--- src/rtl/lift_scheduler_pkg.sv ---
// -----------------------------------------------------------------------------
// lift_pkg
// Shared definitions for the lift car-motion scheduler.
//   - lift_state_e  : scheduler FSM states (IDLE, UP, DOWN, DOOR)
//   - MAX_FLOORS    : largest supported building (16 floors)
//   - floor_masks() : per-floor "above" / "below" bit masks used to test the
//                     pending-call vector for calls on either side of the car
// -----------------------------------------------------------------------------
package lift_pkg;

  localparam int MAX_FLOORS = 16;
  localparam int MAX_FW     = 4;

  typedef enum logic [1:0] {
    IDLE = 2'd0,
    UP   = 2'd1,
    DOWN = 2'd2,
    DOOR = 2'd3
  } lift_state_e;

  typedef struct packed {
    logic [MAX_FLOORS-1:0] above;
    logic [MAX_FLOORS-1:0] below;
  } floor_masks_t;

  // Bit i of .above is set for every floor strictly higher than 'floor',
  // bit i of .below for every floor strictly lower. The caller trims the
  // masks to the real floor count.
  function automatic floor_masks_t floor_masks(input logic [MAX_FW-1:0] floor);
    floor_masks_t m;
    for (int i = 0; i < MAX_FLOORS; i++) begin
      m.above[i] = (i > int'(floor));
      m.below[i] = (i < int'(floor));
    end
    return m;
  endfunction

endpackage

--- src/rtl/lift_scheduler_if.sv ---
// -----------------------------------------------------------------------------
// lift_scheduler_if
// Signal bundle between the lift scheduler and its surroundings.
//   call_req  : floor call buttons, one bit per floor (requester -> scheduler)
//   cur_floor : current car floor
//   dir_up    : 1 = current or last travel direction is up
//   moving    : car travelling (UP or DOWN)
//   door_open : door open (DOOR)
//   pending   : latched, not yet serviced calls
//   state_dbg : scheduler FSM state, for observation only
//
// Handshake: call_req has no ready/acknowledge. Any cycle in which a bit is
// high counts as a request for that floor; a one-cycle pulse is enough. The
// request is acknowledged by its bit appearing in 'pending' on the next edge
// and is considered served when that bit clears as the door opens there.
// -----------------------------------------------------------------------------
interface lift_scheduler_if #(
  parameter int FLOORS = 8,
  parameter int FW     = (FLOORS > 1) ? $clog2(FLOORS) : 1
);
  import lift_pkg::*;

  logic [FLOORS-1:0] call_req;
  logic [FW-1:0]     cur_floor;
  logic              dir_up;
  logic              moving;
  logic              door_open;
  logic [FLOORS-1:0] pending;
  lift_state_e       state_dbg;

  // master: the side issuing calls and consuming car status
  modport master (
    output call_req,
    input  cur_floor, dir_up, moving, door_open, pending, state_dbg
  );

  // slave: the scheduler itself
  modport slave (
    input  call_req,
    output cur_floor, dir_up, moving, door_open, pending, state_dbg
  );

endinterface

--- src/rtl/lift_scheduler_tick_gen.sv ---
// -----------------------------------------------------------------------------
// tick_gen
// Seconds prescaler. Counts 0..TICK_DIV-1 on the system clock and raises a
// one-cycle enable when the count sits at TICK_DIV-1. A synchronous clear
// restarts the count so the owner can make every dwell start on a fresh
// tick boundary.
//   clk_i  : system clock
//   rst_i  : synchronous active-high reset
//   clr_i  : synchronous count clear
//   tick_o : one-cycle tick enable
// -----------------------------------------------------------------------------
module tick_gen #(
  parameter int TICK_DIV = 100000000
) (
  input  logic clk_i,
  input  logic rst_i,
  input  logic clr_i,
  output logic tick_o
);

  localparam int             CW   = (TICK_DIV > 1) ? $clog2(TICK_DIV) : 1;
  localparam logic [CW-1:0]  LAST = CW'(TICK_DIV - 1);

  logic [CW-1:0] cnt_q;
  logic [CW-1:0] cnt_d;

  always_comb begin
    cnt_d = cnt_q + CW'(1);
    if (clr_i || (cnt_q == LAST)) begin
      cnt_d = '0;
    end
  end

  always_ff @(posedge clk_i) begin
    if (rst_i) begin
      cnt_q <= '0;
    end else begin
      cnt_q <= cnt_d;
    end
  end

  assign tick_o = (cnt_q == LAST);

endmodule

--- src/rtl/lift_scheduler.sv ---
// -----------------------------------------------------------------------------
// lift_scheduler
// Collective (SCAN) car-motion scheduler. Latches floor calls, keeps moving in
// the current direction while calls remain ahead, stops at every called floor
// on the way, and times travel and door dwell in seconds ticks from tick_gen.
//   clk_100MHz : system clock, all logic on posedge
//   rst        : synchronous active-high reset
//   bus        : lift_scheduler_if.slave (call_req in; cur_floor, dir_up,
//                moving, door_open, pending, state_dbg out)
// Parameters: FLOORS (2..16), TICK_DIV (cycles per tick), MOVE_TICKS (ticks
// per floor), DOOR_TICKS (ticks the door stays open).
// -----------------------------------------------------------------------------
module lift_scheduler
  import lift_pkg::*;
#(
  parameter int FLOORS     = 8,
  parameter int TICK_DIV   = 100000000,
  parameter int MOVE_TICKS = 2,
  parameter int DOOR_TICKS = 3
) (
  input  logic             clk_100MHz,
  input  logic             rst,
  lift_scheduler_if.slave  bus
);

  localparam int FW   = (FLOORS > 1) ? $clog2(FLOORS) : 1;
  localparam int MAXT = (MOVE_TICKS > DOOR_TICKS) ? MOVE_TICKS : DOOR_TICKS;
  localparam int DW   = $clog2(MAXT + 1);

  localparam logic [DW-1:0] MOVE_LAST = DW'(MOVE_TICKS - 1);
  localparam logic [DW-1:0] DOOR_LAST = DW'(DOOR_TICKS - 1);

  // ---------------------------------------------------------------------------
  // State
  // ---------------------------------------------------------------------------
  lift_state_e       state_q,   state_d;
  logic [FW-1:0]     floor_q,   floor_d;
  logic              dir_q,     dir_d;
  logic [FLOORS-1:0] pending_q, pending_d;
  logic [DW-1:0]     dwell_q,   dwell_d;
  logic              moving_q;
  logic              door_q;

  logic              tick;
  logic              cnt_clr;
  logic              step;
  logic              restart;
  logic              enter_door;
  logic [FLOORS-1:0] clr_mask;

  // ---------------------------------------------------------------------------
  // Call position helpers, from the registered pending vector, both at the
  // current floor and at the floor the car would reach on its next step.
  // ---------------------------------------------------------------------------
  logic [FW-1:0] step_floor;
  floor_masks_t  m_cur;
  floor_masks_t  m_step;
  logic          above_cur,  below_cur,  here_cur;
  logic          above_step, below_step, here_step;

  // Only consumed while in UP/DOWN, where the guards keep it inside 0..FLOORS-1.
  assign step_floor = (state_q == DOWN) ? (floor_q - FW'(1)) : (floor_q + FW'(1));

  assign m_cur  = floor_masks(MAX_FW'(floor_q));
  assign m_step = floor_masks(MAX_FW'(step_floor));

  assign above_cur  = |(pending_q & m_cur.above[FLOORS-1:0]);
  assign below_cur  = |(pending_q & m_cur.below[FLOORS-1:0]);
  assign here_cur   = pending_q[floor_q];
  assign above_step = |(pending_q & m_step.above[FLOORS-1:0]);
  assign below_step = |(pending_q & m_step.below[FLOORS-1:0]);
  assign here_step  = pending_q[step_floor];

  // ---------------------------------------------------------------------------
  // Seconds timebase
  // ---------------------------------------------------------------------------
  tick_gen #(
    .TICK_DIV (TICK_DIV)
  ) u_tick_gen (
    .clk_i  (clk_100MHz),
    .rst_i  (rst),
    .clr_i  (cnt_clr),
    .tick_o (tick)
  );

  // ---------------------------------------------------------------------------
  // Next-state logic
  // ---------------------------------------------------------------------------
  always_comb begin
    state_d = state_q;
    floor_d = floor_q;
    dir_d   = dir_q;
    step    = 1'b0;
    restart = 1'b0;

    case (state_q)
      IDLE: begin
        if (here_cur) begin
          state_d = DOOR;
        end else if (above_cur && below_cur) begin
          // Calls on both sides: keep the remembered direction.
          state_d = dir_q ? UP : DOWN;
        end else if (above_cur) begin
          state_d = UP;
          dir_d   = 1'b1;
        end else if (below_cur) begin
          state_d = DOWN;
          dir_d   = 1'b0;
        end
      end

      UP, DOWN: begin
        if (tick && (dwell_q == MOVE_LAST)) begin
          step    = 1'b1;
          floor_d = step_floor;
          if (here_step) begin
            state_d = DOOR;
          end else if ((state_q == UP) ? above_step : below_step) begin
            state_d = state_q;
          end else if ((state_q == UP) ? below_step : above_step) begin
            state_d = (state_q == UP) ? DOWN : UP;
            dir_d   = (state_q == DOWN);
          end else begin
            state_d = IDLE;
          end
        end
      end

      DOOR: begin
        if (bus.call_req[floor_q]) begin
          // Someone pressed this floor again: hold the door for a full dwell.
          restart = 1'b1;
        end else if (tick && (dwell_q == DOOR_LAST)) begin
          if (dir_q ? above_cur : below_cur) begin
            state_d = dir_q ? UP : DOWN;
          end else if (dir_q ? below_cur : above_cur) begin
            state_d = dir_q ? DOWN : UP;
            dir_d   = ~dir_q;
          end else begin
            state_d = IDLE;
          end
        end
      end

      default: begin
        state_d = IDLE;
      end
    endcase
  end

  // Every state change, floor step or door restart begins a fresh dwell, so
  // both the prescaler and the tick count restart together.
  assign cnt_clr = (state_d != state_q) || step || restart;

  always_comb begin
    dwell_d = dwell_q;
    if (cnt_clr) begin
      dwell_d = '0;
    end else if (tick && (state_q != IDLE)) begin
      dwell_d = dwell_q + DW'(1);
    end
  end

  // The call at the floor being served is cleared as the door opens and on
  // every re-press while it is open; a press coinciding with its clear is
  // dropped because that floor is being served right now.
  assign enter_door = (state_d == DOOR) && ((state_q != DOOR) || restart);

  always_comb begin
    clr_mask = '0;
    if (enter_door) begin
      clr_mask = FLOORS'(1) << floor_d;
    end
  end

  assign pending_d = (pending_q | bus.call_req) & ~clr_mask;

  // ---------------------------------------------------------------------------
  // Registers
  // ---------------------------------------------------------------------------
  always_ff @(posedge clk_100MHz) begin
    if (rst) begin
      state_q   <= IDLE;
      floor_q   <= '0;
      dir_q     <= 1'b1;
      pending_q <= '0;
      dwell_q   <= '0;
      moving_q  <= 1'b0;
      door_q    <= 1'b0;
    end else begin
      state_q   <= state_d;
      floor_q   <= floor_d;
      dir_q     <= dir_d;
      pending_q <= pending_d;
      dwell_q   <= dwell_d;
      moving_q  <= (state_d == UP) || (state_d == DOWN);
      door_q    <= (state_d == DOOR);
    end
  end

  // ---------------------------------------------------------------------------
  // Outputs
  // ---------------------------------------------------------------------------
  assign bus.cur_floor = floor_q;
  assign bus.dir_up    = dir_q;
  assign bus.moving    = moving_q;
  assign bus.door_open = door_q;
  assign bus.pending   = pending_q;
  assign bus.state_dbg = state_q;

endmodule

--- src/flat_wrapper.sv ---
// flat-port wrapper written by rule: the top's interface ports become plain ports
module lift_scheduler_flat import lift_pkg::*;
#(
  parameter int FLOORS     = 8,
  parameter int TICK_DIV   = 100000000,
  parameter int MOVE_TICKS = 2,
  parameter int DOOR_TICKS = 3
)
  (clk_100MHz, rst, bus_call_req, bus_cur_floor, bus_dir_up, bus_moving, bus_door_open, bus_pending, bus_state_dbg);
  lift_scheduler_if #(.FLOORS(FLOORS)) bus_i ();
  input  logic clk_100MHz;
  input  logic rst;
  input wire logic [$bits(bus_i.call_req)-1:0] bus_call_req;
  output wire logic [$bits(bus_i.cur_floor)-1:0] bus_cur_floor;
  output wire logic [$bits(bus_i.dir_up)-1:0] bus_dir_up;
  output wire logic [$bits(bus_i.moving)-1:0] bus_moving;
  output wire logic [$bits(bus_i.door_open)-1:0] bus_door_open;
  output wire logic [$bits(bus_i.pending)-1:0] bus_pending;
  output wire logic [$bits(bus_i.state_dbg)-1:0] bus_state_dbg;
  assign bus_i.call_req = bus_call_req;
  assign bus_cur_floor = bus_i.cur_floor;
  assign bus_dir_up = bus_i.dir_up;
  assign bus_moving = bus_i.moving;
  assign bus_door_open = bus_i.door_open;
  assign bus_pending = bus_i.pending;
  assign bus_state_dbg = bus_i.state_dbg;
  lift_scheduler #(.FLOORS(FLOORS), .TICK_DIV(TICK_DIV), .MOVE_TICKS(MOVE_TICKS), .DOOR_TICKS(DOOR_TICKS)) u_core (.clk_100MHz(clk_100MHz), .rst(rst), .bus(bus_i));
endmodule
--- config.mk ---
export PLATFORM = sky130hd
export DESIGN_NAME = lift_scheduler_flat
export DESIGN_NICKNAME = d
export VERILOG_FILES = /design/src/rtl/lift_scheduler_pkg.sv /design/src/rtl/lift_scheduler_if.sv /design/src/rtl/lift_scheduler_tick_gen.sv /design/src/rtl/lift_scheduler.sv /design/src/flat_wrapper.sv
export SDC_FILE = /design/constraint.sdc
export NUM_CORES = 1
export LEC_CHECK = 0
export BUFFER_PORTS_ARGS = -buffer_cell sky130_fd_sc_hd__buf_2
export CORE_MARGIN = 3
export CORE_UTILIZATION = 66
export DETAILED_ROUTE_END_ITERATION = 10
export GPL_TIMING_DRIVEN = 0
export PLACE_DENSITY = 0.95
export SKIP_LAST_GASP = 1
export SYNTH_ARGS = -nofsm -noshare
export SYNTH_HDL_FRONTEND = slang
export SYNTH_SLANG_ARGS = --single-unit
--- constraint.sdc ---
create_clock -name clk_100MHz -period 10.2 [get_ports clk_100MHz]
set_input_delay 0.51 -clock clk_100MHz [delete_from_list [all_inputs] [get_ports clk_100MHz]]
set_output_delay 0.51 -clock clk_100MHz [all_outputs]
set_load 0.01 [all_outputs]
==> results by group, run 1 <==
Status
  • Status: complete, no violations

Drt
  • Drt via density: 6.63
  • Post-route DRC violation count: 0
  • Final WL: 8590 µm
  • DR iter-0 viols: 360
  • DR pass1 iterations: 5
  • Via count: 3242
  • WL/cell: 17.6 µm
  • Final antenna-violating net count: 0

Place
  • DP Worst Slack: 5740 ps
  • I/O Buffers: 24
  • DP Wirelength: 6270 µm
  • Final GP Congestion: 0.937

Timing
  • Slew of the pin with the lowest slew margin: 722 ps
  • Final Hold Vio Count: 0
  • Final setup fails: 0
  • Slew Limit Fails: 0
  • Rel. slew slack: 51.9%
  • RSZ-0062 raised after global routing: false
  • TNS Setup: 0 ps
  • Peak Freq: 0.219 GHz
  • Worst Hold Slack: 488 ps
  • Post-route clock skew: 15.0 ps
  • Final worst setup slack: 5630 ps
  • Final Critical Period: 4570 ps
  • Final Cycle Share: 44.8%

Min path
  • Hold Path Class: reg2reg

Setup path
  • Crit path max-delay family: multiplexers
  • Worst path bufs/invs: 4
  • Worst endpoint required time: 10410 ps
  • Max stage delay cell, worst path: mux4_2
  • Crit path kind: reg2reg
  • Crit start category: flop
  • Critical Path Most Common Cell: nor2b_1
  • Worst Setup End Kind: flop
  • Max Fanout on Critical Path: 10
  • Max stage delay on crit path: 560 ps
  • Worst path arrival time: 4780 ps
  • Crit path cell chain: buf_6 -> buf_4 -> clkinv_1 -> ha_1 -> buf_2 -> xor2_2 -> mux4_2 -> mux2_2 -> nor2b_1 -> or3_1 -> o21a_1 -> ha_1 -> nor2b_1 -> nor2b_1 -> a211oi_1

Cells and area
  • Area of the multi-input gates: 2330 µm²
  • Ant diodes: 0
  • Share of cells above drive strength 1: 20.9%
  • Layout Nets: 448
  • Commonest cells after routing, fill and taps aside: dfxtp_1 (45), nor2_1 (32), buf_2 (30)
  • Number of fill cells: 347
  • Most common cell after layout, fill and taps aside: dfxtp_1
  • P&R area growth vs syn: 8.46%
  • Register area: 901 µm²
  • Final Util: 75.8%

Power
  • Peak VDD IR: 0.000122 V
  • PwrDens: 194 nW/µm²
  • Sw Ratio: 45.6%
  • Cell-internal power: 0.388 mW
  • Flop pwr share: 29.7%
  • Net Sw Power: 0.326 mW
  • Tot Pwr: 0.714 mW
  • LEAKAGE: 1.36 nW
  • Clock power share: 15.4%
  • Gate power share: 54.9%

Synth
  • Avg Inst Size Synth: 8.69 µm²
  • Post-Syn Nets: 417
  • Ys flop type: dfxtp_1
  • Ys async rst share: 0%
  • Syn Inst Count: 390
  • Unique masters post-synth: 63
  • Syn. warnings: 0
  • EDFF count, synth: 0
  • Mapped Area: 3390 µm²
  • #FFs+latches synth: 45
  • Sequential share of the synthesized area: 26.6%

Floorplan
  • Initial cell density of the core: 69.9%
  • Die X: 77.7 µm
  • DIE AREA: 6030 µm²
  • Core Area: 4850 µm²
  • Placement row count: 25
  • Ports: 26
  • Die Ht: 77.7 µm

Clock network
  • # clock sinks: 45
  • CTS Buf Count: 5
  • Cts repair resizes: 0
  • Clock Path Buffers: 2
  • TritonCTS clock tree: built
  • CTS H-tree depth: 2
  • CTS Hold Bufs: 0
  • Worst skew pair latency: 310 ps
  • CTS root buffer: clkbuf_8
  • Post-CTS setup buffer count: 0
  • Clock Pin Slew Worst Setup and Hold Paths: 90 ps

GRT
  • First-pass GRT wire length: 14800 µm
  • Global-route usage over all layers: 30.1%
  • Largest net degree at the start of global routing: 14
  • Vias in the first global route: 3130
  • GR Overflow Total: 0
  • Initial antenna violation count: 0

Run
  • MaxCap Viol Count: 0
-- per-layer routing --
layer	track usage (%)	part of all wire [%]
met1	37.7	39
met4	10.9	2.8
met5	0	0
met3	4.87	7.7
met2	51.9	51
-- power by group through the flow --
| stage | logic [mW] | clock network (mW) | registers, mW |
|---|---|---|---|
| 2_1_floorplan | 0.295 | 0 | 0.215 |
| 3_3_place_gp | 0.374 | 0 | 0.215 |
| 3_5_place_dp | 0.386 | 0 | 0.216 |
| 4_1_cts | 0.388 | 0.112 | 0.212 |
| 5_1_grt | 0.427 | 0.117 | 0.214 |
| 6_report | 0.392 | 0.110 | 0.212 |
-- cells in the mapped netlist (all sizes together), types with 5 or more instances --
cell type | instances | area, µm²
nor4 | 18 | 169
nor2b | 11 | 68.8
nand2 | 25 | 93.8
mux2i | 5 | 62.6
mux4 | 6 | 135
and2 | 6 | 40.0
nand2b | 6 | 37.5
a31oi | 5 | 31.3
ha | 17 | 213
xor2 | 11 | 104
buf | 12 | 90.1
a211o | 5 | 43.8
nor3 | 23 | 165
clkbuf | 5 | 18.8
dfxtp | 45 | 901
nand3 | 19 | 95.1
nor2 | 33 | 126
and3 | 6 | 37.5
o21ai | 11 | 55.1
o211ai | 5 | 42.5
inv | 12 | 45.0
a21o | 6 | 45.0
xnor2 | 17 | 149
a211oi | 15 | 113
a21oi | 17 | 85.1
nand4 | 7 | 43.8
-- final cells by class --
| type | instances | share of cell area, % |
|---|---|---|
| inverters | 13 | 1.33 |
| plain buffers | 17 | 2.96 |
| well taps | 67 | 2.28 |
| clock buffers | 6 | 1.97 |
| clock inverters | 2 | 0.272 |
| repair buffers | 24 | 3.27 |
| flip-flops and latches | 45 | 24.5 |
| multi-input cells | 315 | 63.4 |
-- state kept, by name, summed over array words and instances, names as in the netlist --
name	count
u_core.u_tick_gen.cnt_q	27
u_core.bus.pending	8
u_core.bus.cur_floor	3
u_core.bus.state_dbg	2
u_core.dwell_q	2
u_core.bus.dir_up	1
u_core.bus.door_open	1
u_core.bus.moving	1
-- stage by stage --
stage | instance area (µm²) | cells
final | 3670 | 489
after global routing | 3670 | 489
after CTS | 3670 | 489
after detailed placement | 3590 | 481
after global placement | 3590 | 481
after floorplan | 3390 | 390
-- logic make-up after synthesis --
kind of cell               synth area share, %
and+or+nand+nor                           31.1
muxes                                     6.50
adders and majority gates                 6.28
buffers and inverters                     4.65
DFF                                       26.6
xor gates and xnor gates                  7.46
AOI/OAI and AO/OA                         17.5
-- path summary, 6_finish.rpt --
kind / endpoint / startpoint / cells after the start / slack [ps]
min: u_core.u_tick_gen.cnt_q[0] / u_core.u_tick_gen.cnt_q[0] / 1 / 490
max: u_core.bus.pending[7] / u_core.bus.cur_floor[0] / 15 / 5630
min reg2reg: u_core.u_tick_gen.cnt_q[0] / u_core.u_tick_gen.cnt_q[0] / 1 / 490
max reg2reg: u_core.bus.pending[7] / u_core.bus.cur_floor[0] / 15 / 5630
Note: power is estimated with default switching activity, not from simulation.
==> run 2, diff against run 1 <==
CORE_UTILIZATION = 55   (was 66)
PLACE_DENSITY = 0.87   (was 0.95)
clock period = 4.1 ns   (was 10.2 ns; I/O delays follow)
==> results by group, run 2 (synthesis results as in run 1) <==
Status
  • Status: complete, no violations

Clock network
  • Clock Path Buffers: 2
  • CTS root buffer: clkbuf_8
  • CTS H-tree depth: 2
  • CTS Hold Bufs: 0
  • Worst skew pair latency: 310 ps
  • # clock sinks: 45
  • TritonCTS clock tree: built
  • Clock Pin Slew Worst Setup and Hold Paths: 100 ps
  • CTS Buf Count: 5

Timing
  • Post-route clock skew: 11.8 ps
  • Final Hold Vio Count: 0
  • Final setup fails: 0
  • Slew Limit Fails: 0
  • Slew of the pin with the lowest slew margin: 685 ps
  • Rel. slew slack: 54.1%
  • Final worst setup slack: 182 ps
  • Final Cycle Share: 95.6%
  • Peak Freq: 0.255 GHz
  • Worst Hold Slack: 176 ps
  • Final Critical Period: 3920 ps
  • TNS Setup: 0 ps

Power
  • Gate power share: 52.7%
  • PwrDens: 503 nW/µm²
  • Clock power share: 19.3%
  • Sw Ratio: 44.0%
  • LEAKAGE: 1.40 nW
  • Peak VDD IR: 0.000297 V
  • Net Sw Power: 0.834 mW
  • Cell-internal power: 1.06 mW
  • Flop pwr share: 28.0%

Cells and area
  • Largest register FFs: 27
  • Share of cells above drive strength 1: 23.0%
  • Commonest cells after routing, fill and taps aside: dfxtp_1 (44), nor2_1 (32), buf_2 (29)
  • Cell Count, Final, Fillers Out: 494
  • Most common cell after layout, fill and taps aside: dfxtp_1
  • Ant diodes: 0
  • Final Util: 65.6%
  • Layout Nets: 448
  • P&R area growth vs syn: 11.2%
  • Largest register by flop count: u_core.u_tick_gen.cnt_q

Drt
  • Drt via density: 6.35
  • WL/cell: 17.4 µm
  • Final antenna-violating net count: 0
  • DR pass1 iterations: 5
  • Post-route DRC violation count: 0
  • Final WL: 8570 µm
  • DR iter-0 viols: 290
  • Via count: 3137

Floorplan
  • Ports: 26
  • DIE AREA: 7140 µm²
  • Initial cell density of the core: 59.0%
  • Placement row count: 27
  • Die Ht: 84.5 µm
  • Die X: 84.5 µm
  • Core Area: 5740 µm²

Place
  • I/O Buffers: 24
  • DP Wirelength: 6090 µm
  • Cells after DPL: 486
  • Final GP Congestion: 0.924
  • DP Worst Slack: -328 ps

GRT
  • Largest net degree at the start of global routing: 16
  • Initial antenna violation count: 0
  • Global-route usage over all layers: 25.1%
  • First-pass GRT wire length: 14800 µm
  • Vias in the first global route: 3014
  • GR Overflow Total: 0

Run
  • MaxCap Viol Count: 0

Setup path
  • Worst endpoint required time: 4300 ps
  • Launch point of the critical path: u_core.bus.cur_floor[1]
  • RR Startpoint: u_core.bus.cur_floor[1]
  • Crit path kind: reg2reg
  • Worst Setup End Kind: flop
  • Max Fanout on Critical Path: 9
  • Crit start category: flop
  • Worst path arrival time: 4120 ps

Min path
  • Hold Path Class: in2reg
  • Worst hold start: bus_call_req[2]
==> run 2: path summary, 6_finish.rpt <==
| path | to | slack [ps] | depth (start not counted) |
|---|---|---|---|
| worst min-delay path | u_core.bus.pending[2] | 180 | 3 |
| worst max-delay path | u_core.bus.pending[5] | 180 | 13 |
| worst max register to register | u_core.bus.pending[5] | 180 | 13 |
| worst min register to register | u_core.u_tick_gen.cnt_q[0] | 500 | 1 |
==> run 2: area by class of cell <==
type,count,area (µm²)
Inverter,13,51.3
Fill cell,451,1970
Buffer,16,104
Timing Repair Buffer,25,128
Multi-Input combinational cell,315,2370
Sequential cell,45,902
Tap cell,72,90.1
Clock buffer,6,82.6
Clock inverter,2,41.3
==> run 2: stage by stage <==
stage,cell area (µm²),power (mW)
global placement,3600,1.47
detailed placement,3600,1.49
floorplan,3390,1.27
finish,3770,1.90
global route,3770,2.02
CTS,3740,1.87
==> run 2: worst max-delay path: stages (launching register included) <==
cell	delay, ps
dfxtp_1	530
inv_2	180
ha_1	310
buf_4	170
xor2_4	230
mux4_2	530
mux2_2	320
nor2b_1	150
or3_1	340
o21a_1	220
ha_1	230
nor2b_1	150
nor2b_2	170
a211oi_1	250
==> run 2: repair_timing <==
item                       in CTS  in global routing
resized for setup               3                  8
pin swaps                       1                  2
setup endpoints to repair      19                  8
buffers inserted                1                  0
==> run 2: routing by layer <==
metal  wire length (µm)  track usage, %  share of wire [%]
met5                  0               0                  0
met2               4140            40.9                 48
met4                157            8.20                1.8
met1               3770            33.6                 44
met3                503            4.32                5.9
==> run 2: power by group through the flow <==
stage / logic [mW] / clock network, mW / registers (mW)
floorplan: 0.733 / 0 / 0.536
finish: 0.999 / 0.367 / 0.531
global placement: 0.935 / 0 / 0.537
global route: 1.09 / 0.393 / 0.537
detailed placement: 0.947 / 0 / 0.539
CTS: 0.971 / 0.375 / 0.529
